<file path="src/rtl/serial_rx_frame_pkg.sv">
// Shared serial-comm definitions: default word width, frame length, line levels
// and the receiver state type.
package serial_rx_frame_pkg;
    localparam int DATA_W_DEF = 8;
    localparam int FRAME_W    = DATA_W_DEF + 2;

    localparam logic LINE_IDLE = 1'b1;
    localparam logic START_BIT = 1'b0;
    localparam logic STOP_BIT  = 1'b1;

    typedef enum logic [1:0] {
        IDLE = 2'd0,
        DATA = 2'd1,
        STOP = 2'd2
    } rx_state_t;
endpackage

</file>
<file path="src/rtl/serial_rx_frame_if.sv">
// Serial line in, held word plus status flags out; master is the line driver and consumer.
interface serial_rx_frame_if #(parameter int DATA_W = 8);
    logic              serial_in;
    logic              rd_ack;
    logic [DATA_W-1:0] rx_data;
    logic              rx_valid;
    logic              frame_err;
    logic              overrun;
    logic              busy;

    modport slave (
        input  serial_in, rd_ack,
        output rx_data, rx_valid, frame_err, overrun, busy
    );

    modport master (
        output serial_in, rd_ack,
        input  rx_data, rx_valid, frame_err, overrun, busy
    );
endinterface

</file>
<file path="src/rtl/serial_rx_frame_sipo.sv">
// Serial-in parallel-out shift register with a saturating bit counter; cnt_done
// flags the edge that shifts in the last data bit.
module sipo_shift #(
    parameter int DATA_W = 8
) (
    input  logic              SRclk,
    input  logic              reset,
    input  logic              clear,
    input  logic              shift_en,
    input  logic              serial_in,
    output logic [DATA_W-1:0] par_out,
    output logic              cnt_done
);
    localparam int CNT_W = $clog2(DATA_W + 1);

    logic [CNT_W-1:0]  bit_cnt_reg;
    logic [DATA_W-1:0] shift_reg;

    always_ff @(posedge SRclk or posedge reset) begin
        if (reset) begin
            bit_cnt_reg <= '0;
            shift_reg   <= '0;
        end else begin
            // Counter stops at DATA_W so it can never wrap back to zero.
            if (clear)
                bit_cnt_reg <= '0;
            else if (shift_en && (bit_cnt_reg != CNT_W'(DATA_W)))
                bit_cnt_reg <= bit_cnt_reg + 1'b1;
            if (shift_en)
                shift_reg <= {shift_reg[DATA_W-2:0], serial_in};
        end
    end

    assign par_out  = shift_reg;
    assign cnt_done = shift_en && (bit_cnt_reg == CNT_W'(DATA_W - 1));
endmodule

</file>
<file path="src/rtl/serial_rx_frame.sv">
// Bit-rate serial frame receiver: start bit, DATA_W bits MSB-first, stop bit,
// with a one-word holding register, frame-error and overrun flags.
module serial_rx_frame
    import serial_rx_frame_pkg::*;
#(
    parameter int DATA_W = DATA_W_DEF
) (
    input  logic            SRclk,
    input  logic            reset,
    serial_rx_frame_if.slave bus
);
    rx_state_t         state_reg, state_next;
    logic              clear, shift_en, complete, cnt_done;
    logic [DATA_W-1:0] word;
    logic [DATA_W-1:0] rx_data_reg;
    logic              rx_valid_reg, frame_err_reg, overrun_reg;

    sipo_shift #(.DATA_W(DATA_W)) u_sipo (
        .SRclk     (SRclk),
        .reset     (reset),
        .clear     (clear),
        .shift_en  (shift_en),
        .serial_in (bus.serial_in),
        .par_out   (word),
        .cnt_done  (cnt_done)
    );

    always_ff @(posedge SRclk or posedge reset) begin
        if (reset) state_reg <= IDLE;
        else       state_reg <= state_next;
    end

    always_comb begin
        state_next = state_reg;
        clear      = 1'b0;
        shift_en   = 1'b0;
        complete   = 1'b0;
        case (state_reg)
            IDLE: begin
                if (bus.serial_in == START_BIT) begin
                    state_next = DATA;
                    clear      = 1'b1;
                end
            end
            DATA: begin
                shift_en = 1'b1;
                if (cnt_done) state_next = STOP;
            end
            STOP: begin
                // Stop bit is consumed here whatever its value, so a bad stop
                // bit is never mistaken for the next start bit.
                complete   = 1'b1;
                state_next = IDLE;
            end
            default: state_next = IDLE;
        endcase
    end

    always_ff @(posedge SRclk or posedge reset) begin
        if (reset) begin
            rx_data_reg   <= '0;
            rx_valid_reg  <= 1'b0;
            frame_err_reg <= 1'b0;
            overrun_reg   <= 1'b0;
        end else if (complete) begin
            if (!rx_valid_reg || bus.rd_ack) begin
                rx_data_reg   <= word;
                rx_valid_reg  <= 1'b1;
                frame_err_reg <= (bus.serial_in != STOP_BIT);
                overrun_reg   <= 1'b0;
            end else begin
                overrun_reg <= 1'b1;
            end
        end else if (bus.rd_ack && rx_valid_reg) begin
            rx_valid_reg  <= 1'b0;
            frame_err_reg <= 1'b0;
            overrun_reg   <= 1'b0;
        end
    end

    assign bus.rx_data   = rx_data_reg;
    assign bus.rx_valid  = rx_valid_reg;
    assign bus.frame_err = frame_err_reg;
    assign bus.overrun   = overrun_reg;
    assign bus.busy      = (state_reg != IDLE);
endmodule

</file>
<file path="src/flat_wrapper.sv">
// flat-port wrapper written by rule: the top's interface ports become plain ports
module serial_rx_frame_flat import serial_rx_frame_pkg::*;
#(
    parameter int DATA_W = DATA_W_DEF
)
  (SRclk, reset, bus_serial_in, bus_rd_ack, bus_rx_data, bus_rx_valid, bus_frame_err, bus_overrun, bus_busy);
  serial_rx_frame_if #(.DATA_W(DATA_W)) bus_i ();
  input  logic SRclk;
  input  logic reset;
  input wire logic [$bits(bus_i.serial_in)-1:0] bus_serial_in;
  input wire logic [$bits(bus_i.rd_ack)-1:0] bus_rd_ack;
  output wire logic [$bits(bus_i.rx_data)-1:0] bus_rx_data;
  output wire logic [$bits(bus_i.rx_valid)-1:0] bus_rx_valid;
  output wire logic [$bits(bus_i.frame_err)-1:0] bus_frame_err;
  output wire logic [$bits(bus_i.overrun)-1:0] bus_overrun;
  output wire logic [$bits(bus_i.busy)-1:0] bus_busy;
  assign bus_i.serial_in = bus_serial_in;
  assign bus_i.rd_ack = bus_rd_ack;
  assign bus_rx_data = bus_i.rx_data;
  assign bus_rx_valid = bus_i.rx_valid;
  assign bus_frame_err = bus_i.frame_err;
  assign bus_overrun = bus_i.overrun;
  assign bus_busy = bus_i.busy;
  serial_rx_frame #(.DATA_W(DATA_W)) u_core (.SRclk(SRclk), .reset(reset), .bus(bus_i));
endmodule
</file>
<file path="config.mk">
export PLATFORM = sky130hd
export DESIGN_NAME = serial_rx_frame_flat
export DESIGN_NICKNAME = d
export VERILOG_FILES = /design/src/rtl/serial_rx_frame_pkg.sv /design/src/rtl/serial_rx_frame_if.sv /design/src/rtl/serial_rx_frame_sipo.sv /design/src/rtl/serial_rx_frame.sv /design/src/flat_wrapper.sv
export SDC_FILE = /design/constraint.sdc
export NUM_CORES = 1
export LEC_CHECK = 0
export CORE_MARGIN = 2
export CORE_UTILIZATION = 47
export DETAILED_ROUTE_END_ITERATION = 16
export GPL_ROUTABILITY_DRIVEN = 0
export PLACE_DENSITY = 0.85
export SKIP_LAST_GASP = 1
export SYNTH_ARGS = -nofsm -noshare
export SYNTH_HDL_FRONTEND = slang
export SYNTH_SLANG_ARGS = --single-unit
</file>
<file path="constraint.sdc">
create_clock -name SRclk -period 1.2 [get_ports SRclk]
set_input_delay 0.24 -clock SRclk [delete_from_list [all_inputs] [get_ports SRclk]]
set_output_delay 0.24 -clock SRclk [all_outputs]
set_load 0.02 [all_outputs]
</file>
# == Word level (Yosys, flattened, before mapping) ==
# Cells that the tools add are included.
# Widths: inputs -> output; s select.
# totals
regBits,25
in_bits,4
word_cells,44
# classes
add_sub_neg,1
eq_ne,7
muxes,16
bitwise_logic,1
n_reduce_logical,12
# ops
cell,count
$mux 1,11
$mux 4,2
$reduce_and 2->1,3
$reduce_bool 2->1,3
$add 4x1->4 const B,1
$eq 4x3->1 const B,1
$mux 2,2
$ne 2x2->1 const B,2
$ne 4x4->1 const B,1
$pmux 2 s2,1
$logic_and 1x1->1,3
$eq 2x1->1 const B,1
$eq 2x2->1 const B,1
$logic_not 2->1,1
$ne 2x1->1 const B,1
$logic_not 1->1,1
$logic_or 1x1->1,1
$not 1->1,1

# == Depth between registers and ports, before layout ==
# depth
word_depth,5
ltp_mapped,5
mapped_depth_nobuf,5

# == Cells and area by module ==
# A second synthesis with hierarchy kept.
# unflattened
hier_cells,81
area_unflattened_um2,1103.6
# by_module_without_submodules
module,n_inst,cells_each,area_per_inst_um2
serial_rx_frame,1,39,563.0
sipo_shift,1,42,540.5

# == Worst setup path after synthesis ==
# OpenSTA, ideal clock, no wires.
# synth_path
kind,reg2reg
start,register u_core.rx_valid_reg (netlist: u_core.bus.rx_valid)
end,register u_core.rx_data_reg[0] (netlist: u_core.bus.rx_data[0])
setup_ns,0.125
arrival_ns,1.159
required_ns,1.075
path_slack_ns,-0.084
stages_incl_launch_ff,5
n_path_buf,1
synth_period_minus_slack_ns,1.284
cell_sequence,dfrtp_1 > nand2b_1 > nand2b_4 > buf_6 > mux2_4
# synth_via
elab_chain_cells,3
# synth_rtl
element,line_no,source
"start, declared",serial_rx_frame.sv:16,"logic rx_valid_reg, frame_err_reg, overrun_reg;"
"start signal, assigned",serial_rx_frame.sv:62,rx_valid_reg <= 1'b0;
"start signal, assigned",serial_rx_frame.sv:68,rx_valid_reg <= 1'b1;
"start signal, assigned",serial_rx_frame.sv:75,rx_valid_reg <= 1'b0;
$logic_not 1->1,serial_rx_frame.sv:66,if (!rx_valid_reg || bus.rd_ack) begin
$logic_or 1x1->1,serial_rx_frame.sv:66,
$reduce_and 2->1 (no source line),n/a,
"end signal, assigned",serial_rx_frame.sv:67,rx_data_reg <= word;
"end, declared",serial_rx_frame.sv:15,logic [DATA_W-1:0] rx_data_reg;
# No other way between the ends.
# A chain may end at the register's enable or synchronous reset.

# == Final worst setup path ==
# layout_path
start,register u_core.state_reg[1]
end,output port bus_busy
# layout_via
elab_chain_cells,1
# layout_rtl
element,line_no,source
"start, declared",serial_rx_frame.sv:12,"rx_state_t state_reg, state_next;"
"start signal, assigned",serial_rx_frame.sv:30,else state_reg <= state_next;
$reduce_bool 2->1,serial_rx_frame.sv:85,assign bus.busy = (state_reg != IDLE);
"end, declared",flat_wrapper.sv:16,output wire logic [$bits(bus_i.busy)-1:0] bus_busy;
# No other way between the ends.

==> flow_summary.json <==
{
  "fillers": 184,
  "grt_pass1_wl_um": 3677,
  "yosysTopAreaCell": "dfrtp_1",
  "cp_max_fo": 2,
  "synth_area_leaders": "dfrtp_1, mux2_4, nand2_1",
  "wl_per_cell_um": 13.59,
  "slew-limit-headroom_pct": 80.72,
  "synth_seq_cells": 25,
  "max_cap_violations": 0,
  "fin_area_sq_um": 1471,
  "rows": 17,
  "outcome": "finished, violations left",
  "rsz0062_at_grt": "true",
  "clock_latency_ns": 0.32,
  "ios": 16,
  "synthCells": 101,
  "wl_um": 2229,
  "diodes": 0,
  "drive_gt1_share_pct": 41.91,
  "final.setup.worst_slack_ns": -0.1571,
  "dieArea_sq_um": 2789,
  "ys_seq_area_share_pct": 55.87,
  "hold-worst-slack_ns": 0.2242,
  "multiInputGateArea_sq_um": 508.0,
  "fmax_ghz": 0.7369,
  "skew_ns": 0.01200,
  "synth.net_count": 107,
  "nNetsFinal": 143,
  "grtUsageTotal_pct": 18.03,
  "worstPathRequired_ns": 0.96,
  "synth_top_area_share_pct": 55.87,
  "final-seq-area_sq_um": 626.9,
  "peakVddDrop_v": 0.001524,
  "layout_min_cycle_time_ns": 1.357,
  "fin_crit_sh_pct": 113.1,
  "placed_area_sq_um": 1388,
  "netlist_area_sq_um": 1120,
  "crit_path_end_kind": "output port",
  "power.density_nw_per_um2": 2234,
  "p_leak_nw": 0.8072,
  "drc": 0,
  "areaGrowthSynthToFinish_pct": 31.40,
  "grt_overflow_total": 0,
  "clk_pin_slew_worst_paths_ns": 0.14,
  "antenna_found_initial": 0,
  "cp-start-kind": "register",
  "r2r_slack_ns": -0.14,
  "final_common_cell": "nand2_1",
  "hold_class": "input pin to asynchronous set/reset pin",
  "die_w_um": 52.81,
  "ys_types": 23,
  "cts_hold_buf": 0,
  "htreeDepth": 1,
  "cts_max_path_buffers": 2,
  "arrival_ns": 1.12,
  "dp_hpwl_um": 1542,
  "cts_made_buffers": 3,
  "portBuffers": 15,
  "die_y_um": 52.81,
  "setup_viol": 10,
  "root_buffer": "clkbuf_4",
  "synth_warnings": 0,
  "hold_viol": 0,
  "via_per_inst": 5.104,
  "core_sq_um": 2233,
  "drt_iter0_markers": 8,
  "clkSinkCount": 25,
  "final_antenna_net_count": 0,
  "violations": "setup timing",
  "grt_max_degree": 26,
  "path_class": "register to output port",
  "layout_common_cells": "nand2_1, dfrtp_1, buf_4",
  "grt_pass1_vias": 840,
  "syn_avg_cell_area_sq_um": 11.09,
  "final_max_slew_viol_count": 0,
  "firstDrtPassIters": 4,
  "num_vias": 837,
  "max_slew.worst_pin.slew_ns": 0.2882,
  "tritoncts": "yes",
  "floorplan.initialDensity_pct": 50.14
}
[critical path, stage by stage, from the launching register on]
cell	delay, ns
dfrtp_1	0.42
or2_4	0.24
buf_6	0.13
[layer usage]
| metal | routed length [um] | track usage, % |
|---|---|---|
| met5 | 0 | 0 |
| met4 | 59 | 7.265 |
| met3 | 78 | 2.286 |
| met2 | 1166 | 32.08 |
| met1 | 924 | 21.81 |
[kinds of logic (layout without fill, tap and decap cells)]
family                   count (synthesis)  in the layout  synth area share (%)
AO/OA/AOI/OAI                           10             10                 4.804
adder cells (fa/ha/maj)                  2              2                 2.234
multiplexers                            10             10                 12.51
AND/OR/NAND/NOR                         47             47                 21.34
buffers and inverters                    7             42                 3.240
flip-flops                              25             25                 55.87
[final cells by class]
| class | instances | area share, % |
|---|---|---|
| Clock buffer | 3 | 1.531 |
| Clock inverter | 1 | 0.3401 |
| Inverter | 4 | 1.020 |
| Multi-Input combinational cell | 69 | 34.52 |
| Sequential cell | 25 | 42.60 |
| Tap cell | 28 | 2.381 |
| Timing Repair Buffer | 34 | 17.60 |
[where the power goes]
group	total [mW]	internal (mW)	switching, mW
Clock	0.370	0.125	0.245
Sequential	1.37	1.16	0.213
Combinational	1.55	0.766	0.783
Total	3.29	2.05	1.24
[per-stage QoR]
| step | power [mW] | instances | setup WS, ns | util, % | TNS, ns |
|---|---|---|---|---|---|
| after floorplan | 2.170 | 101 | -0.02980 | - | -0.2384 |
| after global placement | 2.657 | 153 | -0.2495 | 62.13 | -2.632 |
| after detailed placement | 2.750 | 153 | -0.2686 | 62.13 | -3.011 |
| after CTS | 3.160 | 164 | -0.1469 | 64.03 | -1.005 |
| after global routing | 3.523 | 164 | -0.1942 | 65.88 | -1.741 |
| final | 3.288 | 164 | -0.1571 | 65.88 | -1.178 |
[Yosys cell counts]
library cell   n
mux2i_1        2
or2_2          1
o21ai_1        1
and3b_1        1
mux2_4         8
nand2_1       28
o21ai_0        2
dfrtp_1       25
nand3_1        3
ha_1           2
nand3b_1       3
nand2b_4       2
inv_1          4
and2b_1        1
nor2_1         2
buf_2          2
nand4_1        1
buf_6          1
o221ai_1       1
or3_1          1
a21oi_1        6
nand2b_1       3
nor3b_1        1
[path summary, 6_finish.rpt]
path	to	start	cells past startpoint
min in group SRclk	u_core.u_sipo.par_out[7]	u_core.u_sipo.par_out[7]	2
min reg2reg	u_core.u_sipo.par_out[7]	u_core.u_sipo.par_out[7]	2
max reg2reg	u_core.bus.rx_data[4]	u_core.state_reg[0]	4
max in group asynchronous	u_core.u_sipo.bit_cnt_reg[2]	reset	3
max	bus_busy	u_core.state_reg[1]	2
min	u_core.bus.rx_data[3]	reset	3
[timing repair]
item	CTS	global route
cloned	0	0
pin swaps	3	6
resized for setup	55	12
setup endpoints to repair	32	23
setup buffers	7	0
No activity file was read; power rests on OpenSTA's default activity.
